File: config.mk
export PLATFORM = sky130hd
export DESIGN_NAME = ibex_multdiv_issue
export DESIGN_NICKNAME = d
export VERILOG_FILES = /design/src/rtl/ibex_multdiv_issue.sv
export SDC_FILE = /design/constraint.sdc
export NUM_CORES = 1
export LEC_CHECK = 0
export ABC_AREA = 1
export CAP_MARGIN = 20
export CORE_ASPECT_RATIO = 1.1
export CORE_UTILIZATION = 35
export DETAILED_ROUTE_END_ITERATION = 8
export PLACE_DENSITY_LB_ADDON = 0.2
export REMOVE_ABC_BUFFERS = 1
export SKIP_CTS_REPAIR_TIMING = 1
export SKIP_LAST_GASP = 1
export SYNTH_ARGS = -nofsm -noshare
export SYNTH_HDL_FRONTEND = slang
export SYNTH_SLANG_ARGS = --single-unit
File: constraint.sdc
create_clock -name clk -period 2.1 [get_ports clk]
set_clock_uncertainty 0.05 [all_clocks]
set_input_delay 0.63 -clock clk [delete_from_list [all_inputs] [get_ports clk]]
set_output_delay 0.63 -clock clk [all_outputs]
set_load 0.005 [all_outputs]
File: src/rtl/ibex_multdiv_issue.sv
// Issue/sequencing stage in front of the fast mult/div unit: latches one request,
// holds the unit's enables until it reports ready, and hands the result to writeback.
package ibex_multdiv_issue_pkg;
  typedef enum logic [1:0] {
    MD_OP_MULL = 2'b00,
    MD_OP_MULH = 2'b01,
    MD_OP_DIV  = 2'b10,
    MD_OP_REM  = 2'b11
  } md_op_e;
endpackage

module ibex_multdiv_issue
  import ibex_multdiv_issue_pkg::*;
#(
  parameter int MAX_CYCLES = 40,
  parameter int CNT_W      = 6
) (
  input  logic        clk,
  input  logic        rst_n,
  input  logic        req_valid_i,
  output logic        req_ready_o,
  input  md_op_e      req_op_i,
  input  logic [1:0]  req_signed_i,
  input  logic [31:0] req_a_i,
  input  logic [31:0] req_b_i,
  input  logic [4:0]  req_rd_i,
  input  logic        flush_i,
  output logic        mult_en_o,
  output logic        div_en_o,
  output md_op_e      operator_o,
  output logic [1:0]  signed_mode_o,
  output logic [31:0] op_a_o,
  output logic [31:0] op_b_o,
  output logic        equal_to_zero_o,
  input  logic [31:0] multdiv_result_i,
  input  logic        md_ready_i,
  output logic        wb_valid_o,
  input  logic        wb_ready_i,
  output logic [31:0] wb_data_o,
  output logic [4:0]  wb_rd_o,
  output logic        timeout_o
);

  typedef enum logic [1:0] {IDLE, BUSY, RESP, DRAIN} state_e;

  state_e             state_q;
  md_op_e             op_q;
  logic [1:0]         signed_q;
  logic [31:0]        a_q;
  logic [31:0]        b_q;
  logic [4:0]         rd_q;
  logic               ez_q;
  logic [31:0]        wb_data_q;
  logic [CNT_W-1:0]   cnt_q;

  logic is_mult;
  logic active;
  logic wd_fire;
  logic accept;

  assign is_mult = (op_q == MD_OP_MULL) || (op_q == MD_OP_MULH);
  assign active  = (state_q == BUSY) || (state_q == DRAIN);
  // A ready in the last allowed cycle still counts as a normal completion.
  assign wd_fire = active && !md_ready_i && (cnt_q == CNT_W'(MAX_CYCLES - 1));
  assign accept  = (state_q == IDLE) && req_valid_i && !flush_i;

  assign req_ready_o     = (state_q == IDLE) && !flush_i;
  assign mult_en_o       = active && is_mult;
  assign div_en_o        = active && !is_mult;
  assign operator_o      = op_q;
  assign signed_mode_o   = signed_q;
  assign op_a_o          = a_q;
  assign op_b_o          = b_q;
  assign equal_to_zero_o = ez_q;
  assign wb_valid_o      = (state_q == RESP);
  assign wb_data_o       = wb_data_q;
  assign wb_rd_o         = rd_q;
  assign timeout_o       = wd_fire;

  // Enables stay up in DRAIN because the unit's FSM cannot be aborted mid-operation.
  always_ff @(posedge clk or negedge rst_n) begin
    if (!rst_n) begin
      state_q   <= IDLE;
      op_q      <= MD_OP_MULL;
      signed_q  <= 2'b00;
      a_q       <= 32'h0;
      b_q       <= 32'h0;
      rd_q      <= 5'h0;
      ez_q      <= 1'b0;
      wb_data_q <= 32'h0;
      cnt_q     <= '0;
    end else begin
      case (state_q)
        IDLE: begin
          if (accept) begin
            op_q     <= req_op_i;
            signed_q <= req_signed_i;
            a_q      <= req_a_i;
            b_q      <= req_b_i;
            rd_q     <= req_rd_i;
            ez_q     <= (req_b_i == 32'h0);
            cnt_q    <= '0;
            state_q  <= BUSY;
          end
        end
        BUSY: begin
          cnt_q <= cnt_q + CNT_W'(1);
          if (md_ready_i) begin
            if (flush_i) begin
              state_q <= IDLE;
            end else begin
              wb_data_q <= multdiv_result_i;
              state_q   <= RESP;
            end
          end else if (wd_fire) begin
            state_q <= IDLE;
          end else if (flush_i) begin
            state_q <= DRAIN;
          end
        end
        DRAIN: begin
          cnt_q <= cnt_q + CNT_W'(1);
          if (md_ready_i || wd_fire) begin
            state_q <= IDLE;
          end
        end
        RESP: begin
          if (flush_i || wb_ready_i) begin
            state_q <= IDLE;
          end
        end
        default: state_q <= IDLE;
      endcase
    end
  end

endmodule

==> impl_metrics.py, run 1 <==
metrics = {
    "setup_path": {
        "start_kind": "flip-flop",
        "crit_required_ns": 1.42,
        "arrival_ns": 1.38,
        "crit_path_max_fanout": 3,
        "worstSetupEndpointType": "output pin",
        "critical_path_class": "flip-flop to output pin",
    },
    "floorplanning": {
        "initial_core_util": 0.360,
        "design.die.area_um2": 14000,
        "die_height_um": 124,
        "row_count": 44,
        "area_of_the_placeable_core_um2": 13200,
        "die_width_um": 113,
        "floorplan.io_pins": 222,
    },
    "sta": {
        "finalSetupViolations": 0,
        "setup_slack_ns": 0.0389,
        "slew_headroom": 0.629,
        "report.final.slew_viol_count": 0,
        "final-hold-violation-count": 0,
        "highest_clock_frequency_the_design_can_meet_mhz": 485,
        "final_min_period_over_clock_period": 0.981,
        "tightestPinTransition_ns": 0.557,
        "rsz0062_at_grt": "yes",
        "hold_slack_final_ns": 0.423,
        "tmin_final_ns": 2.06,
    },
    "power": {
        "p_leak_nw": 3.92,
        "power.density_nw_per_um2": 1440,
        "vdd_ir_drop_max_mv": 0.761,
        "design_power_total_mw": 11.4,
    },
    "worst_hold_path": {
        "min_path_type": "flip-flop to flip-flop",
    },
    "yosys": {
        "main_combinational_cell_family_by_area_after_synthesis": "simple AND/OR/NAND/NOR gates",
        "yosysTopAreaCellShare": 0.600,
        "asyncSetResetFlopFracSynth": 1.00,
        "post_synth.cell_area_avg_um2": 10.1,
        "synth_simple_gate_area_frac": 0.207,
        "synth_most_common_cell": "sky130_fd_sc_hd__nand2_1",
        "yosysUniqueCellTypes": 20,
        "yosysWarnings": 0,
        "syn-cell-area_um2": 4750,
        "synth_mux_area_frac": 0.0995,
        "synth_compound_area_frac": 0.0303,
        "post_synth_xor_area_fraction": 0,
        "largest_area_contributor_in_the_synthesized_netlist": "sky130_fd_sc_hd__dfrtp_1",
        "synth.ff_latch_count": 114,
        "yosys_most_used_dff": "sky130_fd_sc_hd__dfrtp_1",
        "synth-adder-area-share": 0.00263,
        "netlist_instances": 471,
        "ys_top_cells_by_area": "sky130_fd_sc_hd__dfrtp_1, sky130_fd_sc_hd__nand2_1, sky130_fd_sc_hd__mux2_4",
        "ys_seq_area_frac": 0.600,
        "synth_enable_flop_cells": 0,
        "netlist_top_cells_count": "sky130_fd_sc_hd__nand2_1, sky130_fd_sc_hd__dfrtp_1, sky130_fd_sc_hd__inv_1, sky130_fd_sc_hd__mux2_4, sky130_fd_sc_hd__o21ai_0",
    },
    "detailed_routing": {
        "vias_per_cell": 4.53,
        "remaining_number_of_nets_flagged_by_the_antenna_check_after_routing": 0,
        "post_route_drc": 0,
        "vias": 4035,
        "drt_first_iter_violations": 189,
        "drt_pass1_iterations": 4,
        "drt-wirelength-per-cell_um": 14.1,
        "finalWirelength_um": 12600,
    },
    "layout": {
        "nNetsFinal": 828,
        "area_growth_syn_to_layout_pct": 66.7,
        "antenna_cells": 0,
        "layout-drive-gt1-share": 0.140,
    },
    "global_routing": {
        "first_global_vias": 4138,
        "grt_max_degree": 69,
        "wire_length_of_the_first_global_routing_pass_um": 20600,
        "grt_antenna_before_repair": 0,
        "grt_remaining_overflow": 0,
        "track_usage": 0.190,
    },
    "clock_network": {
        "clock_insertion_delay_worst_skew_ns": 0.41,
        "ctsLongestPathBuffers": 2,
        "clock_sink_count": 114,
        "tritoncts": "done",
        "clk_root_buffer_cell": "sky130_fd_sc_hd__clkbuf_16",
        "clock_tree.htree_level_count": 4,
        "cts_bufs_inserted": 17,
        "worst_setup_hold_path_clk_slew_ns": 0.05,
    },
    "placement": {
        "port-buffer-count": 221,
        "placement_stage_worst_setup_slack_ns": -0.343,
        "gp_congestion": 0.762,
        "post-dp-hpwl_um": 9080,
    },
    "job": {
        "cap_viol_max_count": 0,
    },
    "status": {
        "run_status": "finished clean",
    },
}
-- per-stage QoR --
stage | setup TNS (ns) | area, µm² | cells | utilization
6_report | 0 | 7920 | 890 | 0.600
5_1_grt | -0.0425 | 7920 | 890 | 0.600
4_1_cts | -1.35 | 7850 | 886 | 0.594
3_5_place_dp | -8.78 | 7230 | 854 | 0.547
3_3_place_gp | -6.76 | 7230 | 854 | 0.547
2_1_floorplan | -12.32 | 4590 | 451 | -
-- power breakdown --
part           internal, mW  switching, mW  leakage [nW]  total [mW]
combinational          2.95           1.60          2.22        4.55
sequential             3.29          0.629          1.40        3.92
clock                  1.98          0.979         0.302        2.96
total                  8.22           3.21          3.92        11.4
-- worst paths after layout --
check	startpoint	end	slack, ns	depth (start not counted)
setup / recovery	cnt_q[1]$_DFFE_PN0P_	timeout_o	0.04	6
setup reg to reg	state_q[0]$_DFFE_PN0P_	wb_data_o[27]$_DFFE_PN0P_	0.40	7
hold / removal	op_a_o[30]$_DFFE_PN0P_	op_a_o[30]$_DFFE_PN0P_	0.42	2
hold reg to reg	op_a_o[30]$_DFFE_PN0P_	op_a_o[30]$_DFFE_PN0P_	0.42	2
max in group asynchronous	rst_n	op_b_o[4]$_DFFE_PN0P_	0.72	3
min in group asynchronous	rst_n	wb_data_o[10]$_DFFE_PN0P_	0.54	2
-- kinds of logic after synthesis --
kind of cell	Yosys count
mux	32
buf+inv	53
compound gates	28
fa+ha+maj	1
flops	114
simple gates	243
-- layout make-up --
cell class	count	area, µm²
repair buffers	246	2490
fillers	1133	5290
clock buffers	22	484
multi-input cells	304	1640
inverters	33	124
well taps	161	201
flip-flops and latches	114	2860
clock inverters	10	130
-- routing by layer --
metal | vias to the layer above | part of all wire | track usage
met5 | - | 0 | 0
met4 | 0 | 0.028 | 0.0998
met3 | 27 | 0.048 | 0.0493
met2 | 118 | 0.52 | 0.325
met1 | 1935 | 0.40 | 0.216
li1 | 1955 | - | -
-- critical path, cell delays in order, from the launching register on --
cell and delay, ns:
sky130_fd_sc_hd__dfrtp_1 0.40, sky130_fd_sc_hd__ha_2 0.20, sky130_fd_sc_hd__nand2_2 0.10, sky130_fd_sc_hd__nor2_4 0.04
sky130_fd_sc_hd__nand2_2 0.06, sky130_fd_sc_hd__inv_1 0.03, sky130_fd_sc_hd__dlymetal6s2s_1 0.14
-- state kept, by name (all words and copies together) (netlist names) --
signal	count
cnt_q	6
wb_data_o	32
equal_to_zero_o	1
state_q	2
operator_o	2
signed_mode_o	2
op_a_o	32
wb_rd_o	5
op_b_o	32
-- layout by cell type, fill, tap and decap left out, drive strengths merged, types with 12 or more instances in the layout --
cell and count:
clkdlybuf4s50 214, nor2 22, dfrtp 114, clkbuf 22, mux2 32, nand2 203, inv 33, buf 25
nand3 12, o21ai 24
Power figures use the tool's default switching activity.
==> run 2, diff against run 1 <==
Settings changed: CTS_BUF_LIST set to sky130_fd_sc_hd__clkbuf_8, PLACE_DENSITY set to 0.7, PLACE_DENSITY_LB_ADDON 0.2 to unset.
==> run 2 against run 1 <==
- the run now ends with setup timing left
- clock-buffer cell count shrank 3
- non-clock buffer count up 5
- critical endpoint unchanged
- utilization fell by 0.87 points
==> impl_metrics.py, run 2 (synthesized netlist as in run 1, its figures left out) <==
metrics = {
    "sta": {
        "final-hold-violation-count": 0,
        "finalSetupViolations": 1,
        "setup_slack_ns": -0.0167,
        "tightestPinTransition_ns": 0.410,
        "total_negative_slack_ns": -0.0167,
        "tmin_final_ns": 2.12,
        "highest_clock_frequency_the_design_can_meet_mhz": 472,
        "rsz0062_at_grt": "yes",
        "slew_headroom": 0.727,
        "report.final.slew_viol_count": 0,
        "hold_slack_final_ns": 0.0606,
        "final_min_period_over_clock_period": 1.01,
    },
    "detailed_routing": {
        "drt_first_iter_violations": 167,
        "vias": 4089,
        "finalWirelength_um": 13300,
        "vias_per_cell": 4.56,
        "remaining_number_of_nets_flagged_by_the_antenna_check_after_routing": 0,
        "drt_pass1_iterations": 4,
        "post_route_drc": 0,
        "drt-wirelength-per-cell_um": 14.8,
    },
    "floorplanning": {
        "die_height_um": 124,
        "die_width_um": 113,
        "design.die.area_um2": 14000,
        "row_count": 44,
        "initial_core_util": 0.360,
        "area_of_the_placeable_core_um2": 13200,
        "floorplan.io_pins": 222,
    },
    "clock_network": {
        "tritoncts": "done",
        "clk_root_buffer_cell": "sky130_fd_sc_hd__clkbuf_8",
        "worst_setup_hold_path_clk_slew_ns": 0.07,
        "clock_insertion_delay_worst_skew_ns": 0.43,
        "ctsLongestPathBuffers": 2,
        "clock_tree.htree_level_count": 4,
        "clock_sink_count": 114,
        "cts_bufs_inserted": 17,
    },
    "global_routing": {
        "wire_length_of_the_first_global_routing_pass_um": 21300,
        "track_usage": 0.198,
        "grt_antenna_before_repair": 0,
        "globalRouteMet2Util": 0.339,
        "grt_remaining_overflow": 0,
        "grtUsageMet3": 0.0566,
        "first_global_vias": 4319,
        "global_route.peak_usage_layer": "met2",
        "met1_routing_resource_usage_after_global_routing": 0.219,
        "grt_max_degree": 32,
    },
    "setup_path": {
        "crit_path_max_fanout": 3,
        "worstSetupEndpointType": "output pin",
        "arrival_ns": 1.44,
        "start_kind": "flip-flop",
        "crit_required_ns": 1.42,
        "critical_path_class": "flip-flop to output pin",
    },
    "layout": {
        "ff_latch_area_um2": 2850,
        "top_library_cells_by_usage_in_the_layout_fill_and_taps_aside": "sky130_fd_sc_hd__clkdlybuf4s50_1, sky130_fd_sc_hd__nand2_1, sky130_fd_sc_hd__dfrtp_1",
        "fin_area_um2": 7810,
        "area_growth_syn_to_layout_pct": 64.3,
        "layout-drive-gt1-share": 0.140,
        "final_cells": 896,
        "fillers": 1143,
        "nNetsFinal": 833,
        "mostFrequentLayoutCell": "sky130_fd_sc_hd__clkdlybuf4s50_1",
        "final_util": 0.591,
        "combined_area_of_the_multi_input_logic_cells_um2": 1620,
    },
    "placement": {
        "post-dp-hpwl_um": 9900,
        "gp_congestion": 0.758,
        "post_dp_cell_area_um2": 7310,
        "port-buffer-count": 221,
        "place.detailed.instances": 859,
        "placement_stage_worst_setup_slack_ns": -0.342,
    },
    "status": {
        "violations": "setup timing",
        "run_status": "finished, violations left",
    },
    "power": {
        "vdd_ir_drop_max_mv": 0.756,
        "power.density_nw_per_um2": 1390,
        "design_power_total_mw": 10.9,
        "p_leak_nw": 3.88,
    },
    "job": {
        "cap_viol_max_count": 0,
    },
    "worst_hold_path": {
        "min_path_type": "input port to async pin",
    },
}
==> run 2: cell types whose count changed in the layout (fill, tap and decap cells not counted), sizes merged, moves of 2 or more <==
| cell | change |
|---|---|
| bufinv | +2 |
| clkbuf | -2 |
| inv | +2 |
| buf | +6 |
| dlymetal6s2s | -2 |
==> run 2: per-layer routing <==
layer  vias to the layer above  part of all wire
li1                       1965                 -
met1                      1953              0.39
met2                       138              0.52
met3                        33             0.054
met4                         0             0.036
met5                         -                 0
==> run 2: report_power, final <==
part / internal, mW / switching [mW]
logic: 2.97 / 1.65
clock network: 1.46 / 0.876
registers: 3.28 / 0.631
==> run 2: layout make-up <==
cell class,instances,share of cell area
Inverter,33,0.0159
Clock buffer,19,0.0335
Tap cell,161,0.0258
Antenna cell,1,0.000321
Multi-Input combinational cell,304,0.207
Sequential cell,114,0.366
Clock inverter,13,0.0244
Timing Repair Buffer,251,0.327
==> run 2: path summary, 6_finish.rpt <==
kind / from / to / slack [ns] / cells after the start
worst max-delay path: cnt_q[1]$_DFFE_PN0P_ / timeout_o / -0.02 / 6
worst min register to register: op_a_o[13]$_DFFE_PN0P_ / op_a_o[13]$_DFFE_PN0P_ / 0.42 / 2
min in group clk: op_a_o[13]$_DFFE_PN0P_ / op_a_o[13]$_DFFE_PN0P_ / 0.42 / 2
max in group asynchronous: rst_n / wb_data_o[28]$_DFFE_PN0P_ / 1.33 / 2
worst min-delay path: rst_n / wb_data_o[17]$_DFFE_PN0P_ / 0.06 / 1
worst max register to register: state_q[0]$_DFFE_PN0P_ / wb_data_o[30]$_DFFE_PN0P_ / 0.44 / 7
==> run 2: critical path: stages (launching register included) <==
cell and delay (ns):
sky130_fd_sc_hd__dfrtp_1 0.38, sky130_fd_sc_hd__ha_2 0.21, sky130_fd_sc_hd__nand2_1 0.07, sky130_fd_sc_hd__nor2_1 0.11, sky130_fd_sc_hd__nand2_1 0.07, sky130_fd_sc_hd__inv_1 0.05, sky130_fd_sc_hd__dlymetal6s2s_1 0.11
